[config.mk]
export PLATFORM = sky130hd
export DESIGN_NAME = mult_share_ctrl_flat
export DESIGN_NICKNAME = d
export VERILOG_FILES = /design/src/rtl/mult_pkg.sv /design/src/rtl/mult_share_ctrl_if.sv /design/src/rtl/mult_share_ctrl_rr_arbiter.sv /design/src/rtl/mult_share_ctrl.sv /design/src/flat_wrapper.sv
export SDC_FILE = /design/constraint.sdc
export NUM_CORES = 1
export LEC_CHECK = 0
export BUFFER_PORTS_ARGS = -buffer_cell sky130_fd_sc_hd__clkbuf_2
export CELL_PAD_IN_SITES_DETAIL_PLACEMENT = 1
export CELL_PAD_IN_SITES_GLOBAL_PLACEMENT = 1
export CORE_AREA = 2 2 178 180
export CTS_CLUSTER_DIAMETER = 50
export DETAILED_ROUTE_END_ITERATION = 8
export DIE_AREA = 0 0 180 182
export GPL_TIMING_DRIVEN = 0
export PLACE_DENSITY = 0.68
export RECOVER_POWER = 100
export SLEW_MARGIN = 20
export SYNTH_ARGS = -nofsm -noshare
export SYNTH_HDL_FRONTEND = slang
export SYNTH_SLANG_ARGS = --single-unit
export TNS_END_PERCENT = 50
[constraint.sdc]
create_clock -name clock -period 4.85 [get_ports clock]
set_clock_uncertainty 0.15 [all_clocks]
set_input_delay 0.7275 -clock clock [delete_from_list [all_inputs] [get_ports clock]]
set_output_delay 0.7275 -clock clock [all_outputs]
set_load 0.02 [all_outputs]
[src/rtl/mult_pkg.sv]
// Shared definitions for the multiplier-sharing controller.
//   state_t         : controller FSM states
//   MUL_W / PROD_W  : operand and product widths of the shared multiplier
//   DEFAULT_MAX_LAT : default completion budget in BUSY cycles
package mult_pkg;

  typedef enum logic [1:0] {
    IDLE = 2'd0,
    BUSY = 2'd1,
    RESP = 2'd2
  } state_t;

  localparam int MUL_W           = 32;
  localparam int PROD_W          = 64;
  localparam int DEFAULT_MAX_LAT = 33;

endpackage

[src/rtl/mult_share_ctrl_if.sv]
// Requester-side bus of the multiplier-sharing controller.
//   req_valid/req_ready : per-requester handshake, one bit per requester
//   req_mlier/req_mcand : packed operands, requester i at [32i+31:32i]
//   rsp_valid/rsp_id/rsp_prodt/rsp_err : one-cycle response pulse
// Modports: master = requester side, slave = controller side.
interface mult_share_ctrl_if #(
  parameter int NREQ = 4,
  parameter int IDW  = $clog2(NREQ)
);
  logic [NREQ-1:0]                   req_valid;
  logic [NREQ-1:0]                   req_ready;
  logic [NREQ*mult_pkg::MUL_W-1:0]   req_mlier;
  logic [NREQ*mult_pkg::MUL_W-1:0]   req_mcand;
  logic                              rsp_valid;
  logic [IDW-1:0]                    rsp_id;
  logic [mult_pkg::PROD_W-1:0]       rsp_prodt;
  logic                              rsp_err;

  modport master (
    output req_valid, req_mlier, req_mcand,
    input  req_ready, rsp_valid, rsp_id, rsp_prodt, rsp_err
  );

  modport slave (
    input  req_valid, req_mlier, req_mcand,
    output req_ready, rsp_valid, rsp_id, rsp_prodt, rsp_err
  );
endinterface

[src/rtl/mult_share_ctrl_rr_arbiter.sv]
// Combinational round-robin arbiter.
//   req    : request vector
//   ptr    : highest-priority index (owned by the caller)
//   gnt    : one-hot grant, all zero when no request
//   gnt_id : encoded index of the granted requester
// Search order is ptr, ptr+1, ... wrapping at NREQ.
module rr_arbiter #(
  parameter int NREQ = 4,
  parameter int IDW  = $clog2(NREQ)
) (
  input  logic [NREQ-1:0] req,
  input  logic [IDW-1:0]  ptr,
  output logic [NREQ-1:0] gnt,
  output logic [IDW-1:0]  gnt_id
);

  logic hit;
  int   idx;

  always_comb begin
    gnt    = '0;
    gnt_id = '0;
    hit    = 1'b0;
    idx    = 0;
    for (int i = 0; i < NREQ; i++) begin
      idx = int'(ptr) + i;
      if (idx >= NREQ) idx = idx - NREQ;
      if (!hit && req[idx]) begin
        hit    = 1'b1;
        gnt_id = IDW'(idx);
      end
    end
    if (hit) gnt[gnt_id] = 1'b1;
  end

endmodule

[src/rtl/mult_share_ctrl.sv]
// Shares one sequential 32x32 signed multiplier among NREQ requesters.
//   clock, reset          : single clock, asynchronous active-high reset
//   bus (slave)           : requester handshakes in, product responses out
//   busy                  : controller not in IDLE
//   mul_start             : registered start level to the multiplier
//   mul_mlier, mul_mcand  : operands latched on grant
//   mul_prodt, mul_valid  : multiplier product and completion pulse
// An operation runs IDLE (grant) -> BUSY (wait for mul_valid or timeout)
// -> RESP (response pulse, start low) -> IDLE.
module mult_share_ctrl
  import mult_pkg::*;
#(
  parameter int NREQ    = 4,
  parameter int MAX_LAT = DEFAULT_MAX_LAT,
  parameter int IDW     = $clog2(NREQ)
) (
  input  logic              clock,
  input  logic              reset,
  mult_share_ctrl_if.slave  bus,
  output logic              busy,
  output logic              mul_start,
  output logic [MUL_W-1:0]  mul_mlier,
  output logic [MUL_W-1:0]  mul_mcand,
  input  logic [PROD_W-1:0] mul_prodt,
  input  logic              mul_valid
);

  localparam int CNTW = $clog2(MAX_LAT + 1);

  state_t            state_reg, state_next;
  logic [IDW-1:0]    ptr_reg;
  logic [IDW-1:0]    owner_reg;
  logic [CNTW-1:0]   cnt_reg;
  logic              rsp_valid_reg;
  logic [IDW-1:0]    rsp_id_reg;
  logic [PROD_W-1:0] rsp_prodt_reg;
  logic              rsp_err_reg;

  logic [NREQ-1:0]   gnt;
  logic [IDW-1:0]    gnt_id;
  logic [NREQ-1:0]   ready;
  logic              grant_fire;
  logic              done_ok;
  logic              done_to;

  rr_arbiter #(.NREQ(NREQ), .IDW(IDW)) u_arb (
    .req    (bus.req_valid),
    .ptr    (ptr_reg),
    .gnt    (gnt),
    .gnt_id (gnt_id)
  );

  always_ff @(posedge clock or posedge reset) begin
    if (reset) state_reg <= IDLE;
    else       state_reg <= state_next;
  end

  always_comb begin
    state_next = state_reg;
    ready      = '0;
    grant_fire = 1'b0;
    done_ok    = 1'b0;
    done_to    = 1'b0;
    case (state_reg)
      IDLE: begin
        if (|gnt) begin
          ready      = gnt;
          grant_fire = 1'b1;
          state_next = BUSY;
        end
      end
      BUSY: begin
        // A completion in the last allowed cycle wins over the timeout.
        if (mul_valid) begin
          done_ok    = 1'b1;
          state_next = RESP;
        end else if (cnt_reg == CNTW'(MAX_LAT)) begin
          done_to    = 1'b1;
          state_next = RESP;
        end
      end
      RESP:    state_next = IDLE;
      default: state_next = IDLE;
    endcase
  end

  always_ff @(posedge clock or posedge reset) begin
    if (reset) begin
      ptr_reg       <= '0;
      owner_reg     <= '0;
      cnt_reg       <= '0;
      mul_start     <= 1'b0;
      mul_mlier     <= '0;
      mul_mcand     <= '0;
      rsp_valid_reg <= 1'b0;
      rsp_id_reg    <= '0;
      rsp_prodt_reg <= '0;
      rsp_err_reg   <= 1'b0;
    end else begin
      rsp_valid_reg <= 1'b0;
      if (grant_fire) begin
        ptr_reg   <= (gnt_id == IDW'(NREQ - 1)) ? '0 : gnt_id + IDW'(1);
        owner_reg <= gnt_id;
        mul_mlier <= bus.req_mlier[gnt_id*MUL_W +: MUL_W];
        mul_mcand <= bus.req_mcand[gnt_id*MUL_W +: MUL_W];
        mul_start <= 1'b1;
        cnt_reg   <= CNTW'(1);
      end
      if (state_reg == BUSY && !done_ok && !done_to) begin
        cnt_reg <= cnt_reg + CNTW'(1);
      end
      // Dropping start here leaves it low through RESP, so the next
      // operation always presents a fresh rising edge.
      if (done_ok || done_to) begin
        mul_start     <= 1'b0;
        rsp_valid_reg <= 1'b1;
        rsp_id_reg    <= owner_reg;
        rsp_prodt_reg <= done_ok ? mul_prodt : '0;
        rsp_err_reg   <= done_to;
      end
    end
  end

  assign bus.req_ready = ready;
  assign bus.rsp_valid = rsp_valid_reg;
  assign bus.rsp_id    = rsp_id_reg;
  assign bus.rsp_prodt = rsp_prodt_reg;
  assign bus.rsp_err   = rsp_err_reg;
  assign busy          = (state_reg != IDLE);

endmodule

[src/flat_wrapper.sv]
// flat-port wrapper written by rule: the top's interface ports become plain ports
module mult_share_ctrl_flat import mult_pkg::*;
#(
  parameter int NREQ    = 4,
  parameter int MAX_LAT = DEFAULT_MAX_LAT,
  parameter int IDW     = $clog2(NREQ)
)
  (clock, reset, busy, mul_start, mul_mlier, mul_mcand, mul_prodt, mul_valid, bus_req_valid, bus_req_mlier, bus_req_mcand, bus_req_ready, bus_rsp_valid, bus_rsp_id, bus_rsp_prodt, bus_rsp_err);
  mult_share_ctrl_if #(.NREQ(NREQ), .IDW(IDW)) bus_i ();
  input  logic clock;
  input  logic reset;
  output logic busy;
  output logic mul_start;
  output logic [MUL_W-1:0] mul_mlier;
  output logic [MUL_W-1:0] mul_mcand;
  input  logic [PROD_W-1:0] mul_prodt;
  input  logic mul_valid;
  input wire logic [$bits(bus_i.req_valid)-1:0] bus_req_valid;
  input wire logic [$bits(bus_i.req_mlier)-1:0] bus_req_mlier;
  input wire logic [$bits(bus_i.req_mcand)-1:0] bus_req_mcand;
  output wire logic [$bits(bus_i.req_ready)-1:0] bus_req_ready;
  output wire logic [$bits(bus_i.rsp_valid)-1:0] bus_rsp_valid;
  output wire logic [$bits(bus_i.rsp_id)-1:0] bus_rsp_id;
  output wire logic [$bits(bus_i.rsp_prodt)-1:0] bus_rsp_prodt;
  output wire logic [$bits(bus_i.rsp_err)-1:0] bus_rsp_err;
  assign bus_i.req_valid = bus_req_valid;
  assign bus_i.req_mlier = bus_req_mlier;
  assign bus_i.req_mcand = bus_req_mcand;
  assign bus_req_ready = bus_i.req_ready;
  assign bus_rsp_valid = bus_i.rsp_valid;
  assign bus_rsp_id = bus_i.rsp_id;
  assign bus_rsp_prodt = bus_i.rsp_prodt;
  assign bus_rsp_err = bus_i.rsp_err;
  mult_share_ctrl #(.NREQ(NREQ), .MAX_LAT(MAX_LAT), .IDW(IDW)) u_core (.clock(clock), .reset(reset), .bus(bus_i), .busy(busy), .mul_start(mul_start), .mul_mlier(mul_mlier), .mul_mcand(mul_mcand), .mul_prodt(mul_prodt), .mul_valid(mul_valid));
endmodule
==> impl_metrics.yaml <==
run_status:
  status: "complete, but fails checks"
  violations: "max-capacitance violations, max-slew violations"
drt:
  dr_total_vias: 7889
  viasPerCell: 4.65
  dr.first_iter.drc_count: 252
  route.met3.wl_mm: 2.28
  drc: 0
  top_layer_used: "met4"
  drt_wl_total_mm: 34.6
  wl_per_cell_um: 20.4
  postRouteAntennaNets: 0
  firstDrtPassIters: 4
  met1_length_mm: 13.8
  dr_wl_met2_mm: 17.9
sta:
  setup-tns-final_ns: 0
  hold_viol: 0
  whs_ns: 0.336
  fin_crit_sh: 0.854
  setup_violations: 0
  tightestPinTransition_ns: 2.84
  clock.fmax_ghz: 0.242
  post-route-min-period_ns: 4.14
  slew_headroom: -0.906
  finalMaxSlewViolations: 56
  rsz0062_at_grt: "no"
  setup_ws_ns: 0.710
global_routing:
  grt_first_pass_wirelength_mm: 51.4
  grtUsageTotal: 0.207
  gr-total-overflow: 0
  grt_pass1_vias: 8341
  grt_max_degree: 91
  grt_antenna_before_repair: 0
floorplanning:
  core.rowCount: 65
  start_util: 0.236
  die_w_um: 180
  dieArea_sq_mm: 0.0328
  die_height_um: 182
  io_pins: 465
  core_sq_mm: 0.0310
final_layout:
  mostFrequentLayoutCell: "clkbuf_2"
  largest_reg_flops: 64
  final_nets: 1617
  area_delta_synth_final_pct: 43.0
  final_cell_mix: "clkbuf_2 (327), nand2_1 (265), clkbuf_1 (191)"
  antennaDiodeCount: 0
  drive_above_1_share: 0.303
  nFillCells: 3892
worst_setup_path:
  worstPathArrival_ns: 3.26
  critPathMaxStageDelay_ns: 0.59
  cp-end-kind: "primary output"
  crit_required_ns: 3.97
  crit_top_cell: "clkbuf_1"
  worstPathMaxFanout: 11
  path_cells: "or3b_1, o221a_2, inv_2, clkbuf_1, clkbuf_1, ha_1, and2_1, clkbuf_2"
  slowest_stage: "clkbuf_1"
  start_kind: "register"
  path_class: "register to primary output"
clocking:
  ctsRootBufferMaster: "clkbuf_16"
  insertion_delay_ns: 0.42
  cts_buffers: 17
  cts_max_level: 4
  cts_tree: "built"
  clock_sinks: 145
  clockBufferDepth: 2
  cts_setup_buffers: 0
  clk_pin_slew_ns: 0.07
  cts_hold_buffers: 0
  cts_resized: 0
pwr:
  peakVddDrop_uv: 293
  p_leak_nw: 5.43
  powerDensity_mw_per_mm2: 669
  total_power_mw: 7.00
synthesis:
  syn_nets: 1133
  synth_cells: 800
  ys_seq_area_frac: 0.496
  synth_area_per_cell_sq_um: 9.15
  yosysWarnings: 0
  ys_ff_latch: 145
  synth.distinct_cells: 38
  synth_area_sq_mm: 0.00732
placed_design:
  portBuffers: 464
  dp_hpwl_mm: 27.6
  place_congestion: 0.871
  place_ws_ns: 0.772
run:
  drv_cap: 1
min_path:
  worst_hold_path_type: "register to register"
[critical path: cells and delay by family (launching register included)]
kind            cells  cell delay [ns]
fa+ha+maj           1             0.24
compound gates      1             0.17
buf+inv             4             1.43
simple gates        2             0.51
flops               1             0.45
[Yosys cell counts]
library cell,instances,area [sq um]
nor2b_1,2,12.5
and2_1,5,31.3
a21o_1,1,7.51
a22o_1,64,561
ha_1,6,75.1
o221a_2,1,11.3
nor2_1,12,45.0
a21oi_1,83,415
inv_1,7,26.3
xor2_1,1,8.76
o41ai_1,1,8.76
or3b_1,1,8.76
a21boi_1,1,7.51
inv_2,4,15.0
mux2_1,2,22.5
a21oi_2,49,429
mux2i_1,1,10.0
or4b_1,1,10.0
o21ai_2,1,8.76
nand2b_1,1,6.26
o31ai_1,1,7.51
buf_2,13,65.1
buf_6,6,67.6
o21ai_0,1,5.00
nand2_1,265,995
or3_4,1,11.3
or2_1,2,12.5
dfrtp_1,145,3630
a221oi_1,1,8.76
a31oi_1,1,6.26
o211ai_1,1,7.51
buf_1,4,15.0
nand3_1,3,15.0
a211o_1,64,561
o21ai_1,6,30.0
clkbuf_1,40,150
nor4_1,1,6.26
o211a_1,1,10.0
[power breakdown]
part / switching [mW] / internal, mW / leakage [nW]
sequential: 0.347 / 1.77 / 1.81
clock: 0.573 / 0.863 / 0.290
combinational: 2.33 / 1.11 / 3.34
[cell type report]
class,count,area [sq um],share of cell area
Buffer,63,245,0.0234
Clock buffer,19,433,0.0414
Clock inverter,12,183,0.0174
Inverter,11,42.5,0.00406
Multi-Input combinational cell,581,3260,0.311
Sequential cell,145,3630,0.347
Tap cell,402,503,0.0480
Timing Repair Buffer,465,2180,0.208
[kinds of logic (layout without fill, tap and decap cells)]
family,count (synthesis),count (layout),synth area share
and+or+nand+nor,294,294,0.158
AOI/OAI and AO/OA,277,277,0.285
DFF,145,145,0.496
buffers and inverters,74,570,0.0463
adders and majority gates,6,6,0.0103
muxes,3,3,0.00444
xor gates and xnor gates,1,1,0.00120
[routing by layer]
layer	up-vias	GRT usage
met4	0	0.0611
met2	311	0.377
li1	3749	-
met1	3805	0.241
met5	-	0
met3	24	0.0471
[path summary, 6_finish.rpt]
kind / startpoint / to / slack [ns] / cells after the start
setup / recovery: u_core.ptr_reg[1] / bus_req_ready[2] / 0.71 / 8
hold / removal: u_core.owner_reg[0] / u_core.owner_reg[0] / 0.34 / 1
setup reg to reg: u_core.state_reg[1] / u_core.mul_mlier[18] / 1.47 / 8
hold reg to reg: u_core.owner_reg[0] / u_core.owner_reg[0] / 0.34 / 1
max in group asynchronous: reset / u_core.mul_mlier[23] / 2.31 / 3
min in group asynchronous: reset / u_core.mul_mcand[13] / 0.94 / 2
[through the flow]
step / cells / utilization / cell area (sq um)
after CTS: 1698 / 0.348 / 10800
after global routing: 1698 / 0.338 / 10500
final: 1698 / 0.338 / 10500
after floorplan: 800 / - / 7320
after global placement: 1666 / 0.327 / 10100
after detailed placement: 1667 / 0.329 / 10200
Power figures use the tool's default switching activity.
